<file path="src/rtl/instr_fetch_ctrl.sv">
// Fetch sequencer for the instruction ROM: owns the PC, issues ROM reads and
// holds one fetched word for decode behind a valid/ready handshake.
module instr_fetch_ctrl #(
  parameter logic [31:0] RESET_PC  = 32'h0,
  parameter int unsigned ROM_BYTES = 32
) (
  input  logic        clk,
  input  logic        reset,
  output logic        rom_en,
  output logic [31:0] rom_pc,
  input  logic [31:0] rom_data,
  input  logic        redirect_valid,
  input  logic [31:0] redirect_pc,
  output logic        out_valid,
  input  logic        out_ready,
  output logic [31:0] out_instr,
  output logic [31:0] out_pc,
  output logic        fault
);

  typedef enum logic [1:0] {IDLE, FETCH, HALT} state_t;

  state_t      state, state_nxt;
  logic [31:0] pc, pc_nxt;
  logic [31:0] instr_nxt, opc_nxt;
  logic        valid_nxt, fault_nxt;
  logic        pc_legal, redirect_legal, capture;

  // Bounds check is done in 33 bits so a PC near 2^32 cannot wrap into range.
  function automatic logic legal(input logic [31:0] a);
    logic [32:0] last_byte;
    last_byte = {1'b0, a} + 33'd3;
    return (a[1:0] == 2'b00) && (last_byte <= (33'(ROM_BYTES) - 33'd1));
  endfunction

  assign rom_pc         = pc;
  assign pc_legal       = legal(pc);
  assign redirect_legal = legal(redirect_pc);

  always_comb begin
    state_nxt = state;
    pc_nxt    = pc;
    valid_nxt = out_valid;
    instr_nxt = out_instr;
    opc_nxt   = out_pc;
    fault_nxt = fault;
    rom_en    = 1'b0;
    capture   = 1'b0;

    case (state)
      IDLE: state_nxt = FETCH;
      FETCH: begin
        rom_en = pc_legal;
        if (!pc_legal) begin
          state_nxt = HALT;
          fault_nxt = 1'b1;
        end
      end
      HALT: state_nxt = HALT;
      default: state_nxt = IDLE;
    endcase

    if (out_valid && out_ready)
      valid_nxt = 1'b0;

    capture = (state == FETCH) && pc_legal && !redirect_valid &&
              (!out_valid || out_ready);
    if (capture) begin
      valid_nxt = 1'b1;
      instr_nxt = rom_data;
      opc_nxt   = pc;
      pc_nxt    = pc + 32'd4;
    end

    // A redirect flushes the held word; a same-cycle handshake on it still completes.
    if (redirect_valid) begin
      valid_nxt = 1'b0;
      pc_nxt    = redirect_pc;
      state_nxt = redirect_legal ? FETCH : HALT;
      fault_nxt = !redirect_legal;
    end
  end

  always_ff @(posedge clk) begin
    if (reset) begin
      state     <= IDLE;
      pc        <= RESET_PC;
      out_valid <= 1'b0;
      out_instr <= 32'h0;
      out_pc    <= 32'h0;
      fault     <= 1'b0;
    end else begin
      state     <= state_nxt;
      pc        <= pc_nxt;
      out_valid <= valid_nxt;
      out_instr <= instr_nxt;
      out_pc    <= opc_nxt;
      fault     <= fault_nxt;
    end
  end

endmodule

</file>
<file path="config.mk">
export PLATFORM = sky130hd
export DESIGN_NAME = instr_fetch_ctrl
export DESIGN_NICKNAME = d
export VERILOG_FILES = /design/src/rtl/instr_fetch_ctrl.sv
export SDC_FILE = /design/constraint.sdc
export NUM_CORES = 1
export LEC_CHECK = 0
export CAP_MARGIN = 25
export CORE_ASPECT_RATIO = 1.75
export CORE_MARGIN = 1.5
export CORE_UTILIZATION = 46
export DETAILED_ROUTE_END_ITERATION = 10
export GPL_ROUTABILITY_DRIVEN = 0
export PLACE_DENSITY = 0.91
export SKIP_CTS_REPAIR_TIMING = 1
export SYNTH_ARGS = -nofsm -noshare
export SYNTH_HDL_FRONTEND = slang
export SYNTH_SLANG_ARGS = --single-unit
</file>
<file path="constraint.sdc">
create_clock -name clk -period 6.5 [get_ports clk]
set_input_delay 1.3 -clock clk [delete_from_list [all_inputs] [get_ports clk]]
set_output_delay 1.3 -clock clk [all_outputs]
set_load 0.02 [all_outputs]
</file>
**Word-level counts from Yosys, hierarchy flattened**

Cells that the tools add are included.

- Output and inout bits: 99
- Word-level logic and storage cells: 45
- Register bits: 100

- Reduce and logical (&&, ||, !) cells: 18
- Multiplexer cells: 12
- Add/sub/neg operators: 3
- Order comparisons: 2
- Eq/ne operators: 4

Operators by type and width:

| kind | count |
|---|---|
| 32-bit by 2-bit adder with 33-bit output, second input constant | 2 |
| 33-bit by 5-bit <= comparator with 1-bit output, second input constant | 2 |
| 32-bit two-way mux | 2 |
| 32-bit by 3-bit adder with 32-bit output, second input constant | 1 |
| 1-bit logical AND | 6 |
| 2-bit logical NOT | 3 |
| 1-bit two-way mux | 6 |
| 2-bit two-way mux | 3 |
| 2-bit one-hot mux with 3 select lines | 1 |
| 2-bit nonzero test | 3 |
| 1-bit logical NOT | 3 |
| 3-bit inequality test, second input constant | 1 |
| 2-bit by 1-bit == test with 1-bit output, second input constant | 1 |
| 2-bit == test, second input constant | 1 |
| 2-bit inequality test, second input constant | 1 |
| 2-bit AND reduction | 1 |
| 2-bit OR reduction | 1 |
| 1-bit logical OR | 1 |

**Longest topological paths before layout**

- Depth after elaboration: 8
- Gate-level depth with buffers: 14

**Worst setup path after synthesis**

OpenSTA, ideal clock, no wires.

- Path type: flip-flop to output port
- Start point: register pc[0], in the netlist rom_pc[0]
- End point: output rom_en
- Arrival: 2717 ps
- Slack: 2483 ps
- Stages on the path, launching flop included: 11
- Buffers on the path: 1
- Cells stage by stage: dfxtp_1 clkbuf_1 inv_1 ha_1 nand2b_1 or3_1 o21ai_0 or3b_1 a22oi_2 nand3_1 nor2_1

- Cells in the longest elaborated chain, start to end: 4
- Elaborated cells between the ends (all ways): 5

RTL lines:

| element | RTL line | source |
|---|---|---|
| from (decl) | 24 | `logic [31:0] pc, pc_nxt;` |
| from (signal assigned) | 94 | `pc <= pc_nxt;` |
| 32-bit by 2-bit adder with 33-bit output | 32 | `last_byte = {1'b0, a} + 33'd3;` |
| 33-bit by 5-bit <= comparator with 1-bit output | 33 | `return (a[1:0] == 2'b00) && (last_byte <= (33'(ROM_BYTES) - 33'd1));` |
| 1-bit logical AND * | 33 |  |
| 1-bit two-way mux * | 50 | `case (state)` |
| to (decl) | 9 | `output logic rom_en,` |

Every way passes the cells marked *; elsewhere a longest branch is shown, timed or not.

**Worst setup path after layout**

- Start point: register pc[3], in the netlist rom_pc[3]
- End point: output rom_en

- Cells in the longest elaborated chain, start to end: 4

RTL lines:

| element | RTL line |
|---|---|
| 32-bit by 2-bit adder with 33-bit output | 32 |
| 33-bit by 5-bit <= comparator with 1-bit output | 33 |
| 1-bit logical AND | 33 |
| 1-bit two-way mux | 50 |

Every way passes these cells.

==> run metrics <==
Layout Cells excl Fill 862; R2R setup slack 2360 ps; clk_skew 7.37 ps; # port buffers 166; TritonCTS clock tree built; RSZ-0062 raised after global routing no; leakage power 2.44 nW; fmax 0.197 GHz; Post-synth EDFFs 0; Initial Util 47.6%; die area 11300 sq um; setup ws final 1420 ps; Yosys warnings 0; CP Capture Type output pin; Num CTS Buffers 9; worst r2r path cells 11; layout cells sized above 1 4.49%; Largest delay share family, worst path simple AND/OR/NAND/NOR gates; sink of the worst hold path out_instr[20]; # Max-Cap Violations 0; clk sinks 100; post-DP HPWL 11900 microns; post-route setup TNS 0 ps; DP Area 6590 sq um; most frequent cells in the layout clkdlybuf4s50_1, dfxtp_1, nand2_1; worst vdd ir 0.183 mV; hold path depth 2; fin util 67.5%; Tightest Pin Transition 946 ps; via count 5312; drt drc 0; Most used DFF post-synth dfxtp_1; Routed Antenna Nets 0; routed wire length 16100 microns; multi-input logic area 2690 sq um; Inst Count DP 845; Worst Path Arrival 3780 ps; pin count of the biggest net entering global routing 50; Mapped Nets 661; WP data required 5200 ps; Core Area 10300 sq um; Max-slew headroom 36.3%; Hold Crit Class reg -> reg; post-route clock period utilization 78.2%; fillers 825; Top Ports 167; die height 140 microns; slowest CP cell clkdlybuf4s50_1; Vias/cell 6.16; clk_lat worst skew 340 ps; gr ovfl total 0; final setup fails 0; reg2reg end out_pc[17]; CTS max path bufs 2; Pwr Density 209 nW/um^2; NumNets Final 806; commonest non-fill, non-tap cell in the layout clkdlybuf4s50_1; first-pass GRT wire length 25100 microns; vias in the first global route 5266; antenna violations before repair 0; mean routed wirelength per cell 18.7 microns; overall power 1.45 mW; row count 49; Worst setup startpoint rom_pc[3]; Synth-to-Final Area Change 41.9%; register area 2000 sq um; Yosys cell types 66; Final Hold Violating Endpoints 0; Yosys reg bits 100; WP buf/inv 1; clock transition at the registers of the reported paths 70 ps; Final min period 5080 ps; CP Max Fanout 11; reg-to-reg startpoint rom_pc[4]; Fin Hold WS 454 ps; Root Buffer clkbuf_16; status completed; startpoint types register; die width 81.0 microns; Setup Crit Path Kind reg -> out; H-tree levels 3; Final Slew Violations 0; ys async rst share 0%; synthesized area per cell 8.37 sq um; Design Area, Final 6960 sq um; crit-path cells ha_1, nand2b_1, nor3_1, nand4_1, a211oi_1, nand4_1, nor2_1, clkdlybuf4s50_1; diodes inserted 0; Seq/Total Area, Yosys 40.8%; Detailed Route Iter0 Violations 629; router iterations before antenna repair 6; most used cell, CP nand4_1; CP peak stage delay 640 ps; Post-Syn Area 4900 sq um; synthesized netlist cell count 586; Hold Crit Start out_instr[20]; post-place setup slack 1300 ps; GRT Overall Usage 28.3%
synthesized netlist by cell type (4+ instances only):
library cell / number / area share [%]
dfxtp_1: 100 / 41
o211ai_1: 6 / 0.92
inv_1: 11 / 0.84
or3_1: 4 / 0.51
mux2i_1: 6 / 1.2
o21ai_0: 11 / 1.1
a22o_1: 27 / 4.8
and3_1: 11 / 1.4
clkbuf_1: 27 / 2.1
a21oi_1: 45 / 4.6
nand3_1: 24 / 2.4
nor4_1: 5 / 0.64
xor2_1: 8 / 1.4
nor3_1: 19 / 1.9
and2_1: 29 / 3.7
ha_1: 7 / 1.8
buf_2: 5 / 0.51
xnor2_1: 8 / 1.4
a211oi_1: 5 / 0.77
nand2b_1: 5 / 0.64
nor2_1: 27 / 2.1
and4_1: 8 / 1.4
nand4_1: 21 / 2.7
nand2_1: 98 / 7.5
buf_4: 5 / 0.77
cells by family (layout without fill, tap and decap cells):
group	Yosys count	count (layout)	share of synthesized area, %
flops	100	100	40.8
fa+ha+maj	7	7	1.79
buf+inv	49	198	4.41
xor+xnor	16	16	2.86
simple gates	271	271	28.9
compound gates	136	136	19.7
mux	7	7	1.45
cell type report:
class,count,area share [%]
Inverter,11,0.594
Timing Repair Buffer,172,24.6
Multi-Input combinational cell,437,38.7
Clock inverter,5,1.55
Clock buffer,10,3.44
Tap cell,127,2.28
Sequential cell,100,28.8
sequential cells by signal, indices dropped and copies added, names as in the netlist:
signal	count
out_pc	32
rom_pc	32
out_instr	32
out_valid	1
fault	1
state	2
power breakdown:
part           internal [mW]  switching, mW
logic                 0.0922         0.0869
registers              0.626         0.0323
clock network          0.387          0.230
total                   1.10          0.349
worst register-to-register path, delay by kind of cell, from the launching register on:
kind	cells	cell delay, ps
AND/OR/NAND/NOR	6	2030
buffers and inverters	2	640
AO/OA/AOI/OAI	2	620
flip-flops	1	610
XOR/XNOR	1	130
routing by layer:
layer	vias up	GRT usage [%]	share of wire, %
met2	291	49.7	53
li1	2425	-	-
met5	-	0	0
met1	2508	29.7	34
met4	0	19.3	6.0
met3	88	4.26	6.4
worst max path at each step:
stage,depth (start not counted),to
final,8,rom_en
after detailed placement,12,state[0]
after CTS,8,rom_en
after global placement,12,state[0]
after global routing,8,rom_en
after floorplan,10,rom_en
(Power assumes the default switching activity.)
